### config.mk
export PLATFORM = sky130hd
export DESIGN_NAME = serial_adder
export DESIGN_NICKNAME = d
export VERILOG_FILES = /design/src/rtl/serial_adder_pkg.sv /design/src/rtl/serial_adder_fa.sv /design/src/rtl/serial_adder.sv
export SDC_FILE = /design/constraint.sdc
export NUM_CORES = 1
export LEC_CHECK = 0
export CAP_MARGIN = 30
export CORE_MARGIN = 2
export CORE_UTILIZATION = 45
export CTS_CLUSTER_SIZE = 14
export DETAILED_ROUTE_END_ITERATION = 12
export HOLD_SLACK_MARGIN = 0.06
export PLACE_DENSITY_LB_ADDON = 0.15
export SYNTH_ARGS = -nofsm -noshare
export SYNTH_HDL_FRONTEND = slang
export SYNTH_HIERARCHICAL = 1
export SYNTH_SLANG_ARGS = --single-unit
### constraint.sdc
create_clock -name clk -period 2.6 [get_ports clk]
set_input_delay 0.39 -clock clk [delete_from_list [all_inputs] [get_ports clk]]
set_output_delay 0.39 -clock clk [all_outputs]
set_load 0.05 [all_outputs]
### src/rtl/serial_adder_pkg.sv
// Shared types and defaults for the bit-serial adder.
package serial_adder_pkg;

  // Controller states: waiting for start, adding one bit per cycle, result pulse.
  typedef enum logic [1:0] {
    IDLE = 2'd0,
    ADD  = 2'd1,
    DONE = 2'd2
  } state_t;

  localparam int unsigned DEFAULT_WIDTH = 8;

endpackage

### src/rtl/serial_adder_fa.sv
// One-bit full adder cell.
//   a, b : addend bits
//   d    : carry in
//   s    : sum bit
//   c    : carry out
module serial_adder_fa (
  input  logic a,
  input  logic b,
  input  logic d,
  output logic s,
  output logic c
);

  assign s = a ^ b ^ d;
  assign c = (a & b) | (d & (a ^ b));

endmodule

### src/rtl/serial_adder.sv
// Bit-serial WIDTH-bit adder, LSB first, one bit per clock, start/busy/done handshake.
//   clk, rst_n    : clock, asynchronous active-low reset
//   start         : request, honoured only while idle
//   a, b, cin     : operands and carry-in, captured when start is accepted
//   busy          : high while an addition is in flight or its result is being signalled
//   done          : one-cycle pulse when sum/cout are updated
//   sum, cout     : registered result, held until the next completion
module serial_adder
  import serial_adder_pkg::*;
#(
  parameter int unsigned WIDTH = DEFAULT_WIDTH
) (
  input  logic             clk,
  input  logic             rst_n,
  input  logic             start,
  input  logic [WIDTH-1:0] a,
  input  logic [WIDTH-1:0] b,
  input  logic             cin,
  output logic             busy,
  output logic             done,
  output logic [WIDTH-1:0] sum,
  output logic             cout
);

  localparam int unsigned CNT_W = $clog2(WIDTH + 1);

  state_t             state_q;
  state_t             state_d;
  logic [WIDTH-1:0]   a_sh;
  logic [WIDTH-1:0]   b_sh;
  logic [WIDTH-1:0]   sum_sh;
  logic [WIDTH-1:0]   sum_sh_nxt;
  logic               carry;
  logic [CNT_W-1:0]   cnt;
  logic               last_bit;
  logic               fa_s;
  logic               fa_c;

  // Per-bit sum and carry from the current LSBs.
  serial_adder_fa u_fa (
    .a (a_sh[0]),
    .b (b_sh[0]),
    .d (carry),
    .s (fa_s),
    .c (fa_c)
  );

  assign last_bit   = (cnt == CNT_W'(WIDTH - 1));
  // New sum bit enters at the MSB; written as a wide shift so WIDTH=1 needs no special case.
  assign sum_sh_nxt = WIDTH'({fa_s, sum_sh} >> 1);

  // State register.
  always_ff @(posedge clk or negedge rst_n) begin
    if (!rst_n) begin
      state_q <= IDLE;
    end else begin
      state_q <= state_d;
    end
  end

  // Next-state logic.
  always_comb begin
    state_d = state_q;
    unique case (state_q)
      IDLE:    if (start) state_d = ADD;
      ADD:     if (last_bit) state_d = DONE;
      DONE:    state_d = IDLE;
      default: state_d = IDLE;
    endcase
  end

  // Datapath, counter and registered outputs.
  always_ff @(posedge clk or negedge rst_n) begin
    if (!rst_n) begin
      a_sh   <= '0;
      b_sh   <= '0;
      sum_sh <= '0;
      carry  <= 1'b0;
      cnt    <= '0;
      busy   <= 1'b0;
      done   <= 1'b0;
      sum    <= '0;
      cout   <= 1'b0;
    end else begin
      busy <= (state_d != IDLE);
      done <= (state_d == DONE);
      unique case (state_q)
        IDLE: begin
          if (start) begin
            a_sh  <= a;
            b_sh  <= b;
            carry <= cin;
            cnt   <= '0;
          end
        end
        ADD: begin
          a_sh   <= a_sh >> 1;
          b_sh   <= b_sh >> 1;
          carry  <= fa_c;
          sum_sh <= sum_sh_nxt;
          cnt    <= cnt + CNT_W'(1);
          if (last_bit) begin
            sum  <= sum_sh_nxt;
            cout <= fa_c;
          end
        end
        default: ;
      endcase
    end
  end

endmodule

==> results of run 1 <==
[power by group through the flow]
stage	Combinational [mW]	Sequential, mW	Clock, mW
after floorplan	0.653	1.30	0
after global placement	1.14	1.08	0
after detailed placement	1.18	1.10	0
after CTS	1.19	1.09	0.503
after global routing	1.29	1.12	0.531
final	1.18	1.08	0.490
[how the worst max path moves through the flow]
stage | slack (ps) | depth (start not counted) | endpoint
floorplan | 1240 | 5 | cout
global placement | 470 | 4 | a_sh[6]
detailed placement | 640 | 5 | b_sh[6]
CTS | 720 | 1 | cout
global route | 680 | 1 | sum[3]
finish | 740 | 1 | cout
[logic make-up (layout without fill, tap and decap cells)]
group / count (synthesis) / count (layout) / synth area share [%]
buffers and inverters: 12 / 43 / 4.219
adder cells (fa/ha/maj): 2 / 2 / 1.741
AND/OR/NAND/NOR: 29 / 29 / 9.711
multiplexers: 16 / 16 / 11.45
AO/OA/AOI/OAI: 57 / 57 / 17.95
flip-flops: 41 / 41 / 54.92
[synth_stat cells, types with 2 or more instances]
master    number  area share [%]
a21oi_1       18             4.8
a22oi_1       15             6.0
a31oi_1        2            0.67
buf_2          5             1.3
clkbuf_1       3            0.60
dfrtp_1       41              55
mux2_2         7             4.2
mux2_4         9             7.2
nand2_1        4            0.80
nor2b_1       19             6.4
o21ai_0        8             2.1
o21ai_1       11             2.9
[state kept, by name, indices dropped and copies added, names as in the netlist]
| signal | cells |
|---|---|
| busy | 1 |
| cnt | 4 |
| sum_sh | 7 |
| sum | 8 |
| a_sh | 8 |
| cout | 1 |
| carry | 1 |
| b_sh | 8 |
| done | 1 |
| state_q | 2 |
[stage by stage]
step                std cells  cell area [um^2]  setup slack, ps
global placement          230              2181            470.5
floorplan                 157              1868             1238
CTS                       238              2292            720.2
finish                    238              2292            736.8
detailed placement        231              2188            637.2
global route              238              2292            676.3
[cell type report]
class | instances | area [um^2]
fillers | 328 | 1708
flip-flops and latches | 41 | 1026
multi-input cells | 104 | 763.2
repair buffers | 35 | 332.8
clock buffers | 5 | 68.82
well taps | 50 | 62.56
clock inverters | 2 | 35.03
inverters | 1 | 3.754
[per-layer routing]
metal	share of wire, %	global-route usage (%)
met1	45	24.33
met2	49	29.57
met3	4.5	6.086
met4	1.3	7.000
met5	0	0
==> summary.md, run 1 <==
| Metric | Value |
|---|---|
| Rel. slew slack | `39.33%` |
| Net Sw Power | `1.029 mW` |
| Cells after Synth | `157` |
| Height of the die | `68.43 um` |
| #FFs+latches synth | `41` |
| Most common cell after layout, fill and taps aside | `dfrtp_1` |
| Die ar. | `0.004683 mm^2` |
| IR drop worst, VDD | `489.5 uV` |
| Num CTS Buffers | `5` |
| Sequential share of the synthesized area | `54.92%` |
| CP Capture Type | `output pin` |
| GRT Overall Usage | `18.87%` |
| DRT Pass-1 Iters | `4` |
| Post-CTS Resized | `0` |
| Slowest stage cell, crit path | `clkdlybuf4s50_1` |
| Mapped Nets | `179` |
| Number of flops mapped to enable cells by yosys | `0` |
| Setup violations, final | `0` |
| Die X | `68.43 um` |
| Largest net degree at the start of global routing | `42` |
| Vias in the first global route | `1315` |
| Async S/R FF share, synth | `100.0%` |
| Avg Vias per Cell | `5.504` |
| Global-route wire length before repair | `6382 um` |
| Netlist cell types | `27` |
| DRT antenna net count | `0` |
| H-tree depth | `2` |
| Worst R2R Setup Slack | `1040 ps` |
| FF-to-FF path depth | `4` |
| Commonest non-fill, non-tap cells in the layout | `41 x dfrtp_1, 29 x clkdlybuf4s50_1, 19 x nor2b_1` |
| Sequential power share | `39.4%` |
| Worst Skew | `4.898 ps` |
| Status | `completed` |
| Site Rows | `23` |
| Postcts setup bufs | `0` |
| Unrepaired setup endpoints after global routing | `false` |
| R2r endpoint | `sum_sh[5]` |
| Total power | `2.747 mW` |
| Comb pwr share | `42.8%` |
| Final Hold Fails | `0` |
| CP Launch Point | `cout` |
| Max-slew violations | `0` |
| Buf+Inv Stages, Crit Path | `1` |
| Switching Share | `37.44%` |
| Fmax | `536.7 MHz` |
| Io pins | `31` |
| GR Overflow Total | `0` |
| CTS Hold Buffers Added | `0` |
| Final worst-path cycle share | `71.66%` |
| Pleak | `0.9856 nW` |
| Antenna violations before repair | `0` |
| GPL Wtd Cong | `0.7066` |
| Nets@finish | `210` |
| Power Dens Cells | `1199 mW/mm^2` |
| DRC Markers | `0` |
| Top FF cell, synth | `dfrtp_1` |
| Synthesis Warnings | `6` |
| Area grow syn2layout | `22.71%` |
| Clock Path Buffers | `2` |
| Reg-to-Reg Start | `state_q[1]` |
| Crit path kind | `reg2out` |
| Clock slew at reported path FFs | `70 ps` |
| Root Buffer Master | `clkbuf_8` |
| Startpoint Class | `register` |
| Routed vias | `1310` |
| Worst EP required | `2210 ps` |
| Post-DP HPWL | `2382 um` |
| Internal | `1.719 mW` |
| Worst path cell trace | `clkdlybuf4s50_1` |
| DRT iter0 DRCs | `47` |
| Total Wirelength | `3652 um` |
| Crit path DAT | `1470 ps` |
| Worst path max stage delay | `820 ps` |
| Clk sinks | `41` |
| Final TNS setup | `0 ps` |
| CTS tree | `built` |
| Final Core Density | `57.30%` |
| Hold WS | `232.9 ps` |
| Initial Utilization | `46.70%` |
| Type of the worst min-delay path | `in2async` |
| Slew @ Worst Pin | `910.0 ps` |
| Total core area | `0.004000 mm^2` |
| Inserted Diodes | `0` |
| Clk Latency, worst-skew pair | `290 ps` |
| Share of layout cells above drive strength 1 | `16.49%` |
| Family with the most delay on the worst path | `buffers and inverters` |
| Final min period | `1863 ps` |
| Max Cap Viol | `0` |
| DR WL/cell | `15.34 um` |
| Syn_area_per_cell | `11.90 um^2` |
| Crit-path max FO | `2` |
| Clock network fraction of design power | `17.8%` |
| Area of the mapped netlist | `0.001868 mm^2` |
| I/O Buffers | `30` |
No activity file was read; power rests on OpenSTA's default activity.
==> run 2: changes to the inputs <==
==> constraint.sdc (replaced) <==
create_clock -name clk -period 1.9 [get_ports clk]
set_input_delay 0.285 -clock clk [delete_from_list [all_inputs] [get_ports clk]]
set_output_delay 0.285 -clock clk [all_outputs]
set_load 0.05 [all_outputs]
==> summary.md, run 2 (synthesis results as in run 1) <==
| Metric | Value |
|---|---|
| Met2 WL post-DR | `1727 um (-3.2%)` |
| DRT antenna net count | `0 (unchanged)` |
| Power Dens Cells | `1620 mW/mm^2 (+35%)` |
| Detail Route met3 WL | `128 um (-21%)` |
| Routed vias | `1300 (-0.76%)` |
| Worst EP required | `1620 ps (-590 ps)` |
| Area grow syn2layout | `24.72%` |
| Post-CTS Resized | `0 (unchanged)` |
| Site Rows | `23 (unchanged)` |
| Nets@finish | `213 (+1.4%)` |
| Share of layout cells above drive strength 1 | `17.28% (+0.79 points)` |
| Status | `completed` |
| Pleak | `1.004 nW (+1.8%)` |
| Num CTS Buffers | `5 (unchanged)` |
| GRT Overall Usage | `17.80% (-1.1 points)` |
| Most common cell after layout, fill and taps aside | `dfrtp_1` |
| Die X | `68.43 um (unchanged)` |
| Height of the die | `68.43 um (unchanged)` |
| CP Capture Type | `output pin` |
| Final Core Density | `58.24% (+0.94 points)` |
| Initial Utilization | `46.70% (unchanged)` |
| Vias in the first global route | `1289 (-2.0%)` |
| Worst path cell trace | `clkdlybuf4s50_1` |
| Max Cap Viol | `0 (unchanged)` |
| I/O Buffers | `30 (unchanged)` |
| IR drop worst, VDD | `580.3 uV (+19%)` |
| Crit-path max FO | `2 (unchanged)` |
| Slowest stage cell, crit path | `clkdlybuf4s50_1` |
| Largest registers | `a_sh (8), b_sh (8), sum (8)` |
| Clk sinks | `41 (unchanged)` |
| Io pins | `31 (unchanged)` |
| DRT Pass-1 Iters | `4 (unchanged)` |
| Type of the worst min-delay path | `in2async` |
| Die ar. | `0.004683 mm^2 (unchanged)` |
| Largest net degree at the start of global routing | `42 (unchanged)` |
| Crit path DAT | `1490 ps (+20 ps)` |
| Final non-filler cell total | `241 (+1.3%)` |
| Worst Setup EP | `cout` |
| Post-DP HPWL | `2321 um (-2.6%)` |
| Worst path max stage delay | `810 ps (about the same)` |
| CTS tree | `built` |
| Inserted Diodes | `0 (unchanged)` |
| Max-slew violations | `0 (unchanged)` |
| DRT iter0 DRCs | `60 (+28%)` |
| Avg Vias per Cell | `5.394 (-2.0%)` |
| Crit path kind | `reg2out` |
| GPL Wtd Cong | `0.7406 (+4.8%)` |
| Setup violations, final | `0 (unchanged)` |
| Root Buffer Master | `clkbuf_8` |
| Worst Skew | `5.669 ps (+0.7713 ps)` |
| Total Wirelength | `3506 um (-4.0%)` |
| Metal-1 WL | `1594 um (-3.7%)` |
| Highest routed layer | `met4` |
| Global-route wire length before repair | `6037 um (-5.4%)` |
| Antenna violations before repair | `0 (unchanged)` |
| Total power | `3.775 mW (+37%)` |
| Total core area | `0.004000 mm^2 (unchanged)` |
| Slew @ Worst Pin | `495.6 ps (-414.5 ps)` |
| Critical path depth | `1 (unchanged)` |
| Clock Path Buffers | `2 (unchanged)` |
| FF-to-FF path depth | `5 (+1)` |
| Worst R2R Setup Slack | `380 ps (-660 ps)` |
| H-tree depth | `2 (unchanged)` |
| Final Hold Fails | `0 (unchanged)` |
| Reg-to-Reg Start | `state_q[1]` |
| Final min period | `1773 ps` |
| Rel. slew slack | `66.86% (+28 points)` |
| GR Overflow Total | `0 (unchanged)` |
| Clk Latency, worst-skew pair | `290 ps (about the same)` |
| Clock slew at reported path FFs | `80 ps (about the same)` |
| Final worst-path cycle share | `93.30%` |
| R2r endpoint | `carry` |
| Unrepaired setup endpoints after global routing | `false` |
| DRC Markers | `0 (unchanged)` |
| Startpoint Class | `register` |
| DR WL/cell | `14.55 um (-5.2%)` |
| CP Launch Point | `cout` |
| Family with the most delay on the worst path | `buffers and inverters` |
| DP Cell Count | `233 (+0.87%)` |
| Final TNS setup | `0 ps (unchanged)` |
| Commonest non-fill, non-tap cells in the layout | `41 x dfrtp_1, 29 x clkdlybuf4s50_1, 19 x nor2b_1` |
| Buf+Inv Stages, Crit Path | `1 (unchanged)` |
| Fmax | `564.1 MHz` |
## run 2: cell count changes in the layout (fill, tap and decap cells not counted), sizes merged
cell / change
buf: +2
dlygate4sd3: +1
## run 2: what timing repair did
action | 4_1_cts | 5_1_grt
endpoints found under the hold margin | 41 | 0
hold buffers | 1 | 0
endpoints found under the setup margin | 0 | 0
setup buffers | 0 | 0
## run 2: where the power goes
group | internal [mW] | switching, mW
logic | 0.762 | 0.853
clock network | 0.382 | 0.289
registers | 1.23 | 0.261
total | 2.37 | 1.40
## run 2: worst min-delay path by stage
stage / end / slack [ps] / startpoint / cells after the start
final: sum[1] / 480 / rst_n / 3
after global routing: sum[1] / 500 / rst_n / 3
after CTS: sum[1] / 500 / rst_n / 3
after detailed placement: sum[1] / 280 / rst_n / 2
after global placement: done / 270 / rst_n / 2
after floorplan: a_sh[0] / -10 / rst_n / 0
## run 2: per-layer routing
| metal | vias up | global-route usage (%) |
|---|---|---|
| met4 | 0 | 8.250 |
| met1 | 645 | 22.13 |
| met5 | - | 0 |
| met3 | 6 | 4.276 |
| met2 | 24 | 29.09 |
| li1 | 625 | - |
## run 2: through the flow
stage	hold slack (ps)	worst slack [ps]	cell area (um^2)
2_1_floorplan	-10.59	537.9	1868
3_3_place_gp	273.3	421.2	2216
3_5_place_dp	275.3	331.1	2216
4_1_cts	496.3	117.3	2330
5_1_grt	502.6	71.80	2330
6_report	481.8	127.3	2330
## run 2: layout make-up
type,count,area (um^2)
clock buffer,5,68.82
clock inverter,2,35.03
fill,342,1670
inverter,1,3.754
multi-input combinational,104,763.2
sequential,41,1026
tap,50,62.56
timing repair buffer,38,370.4
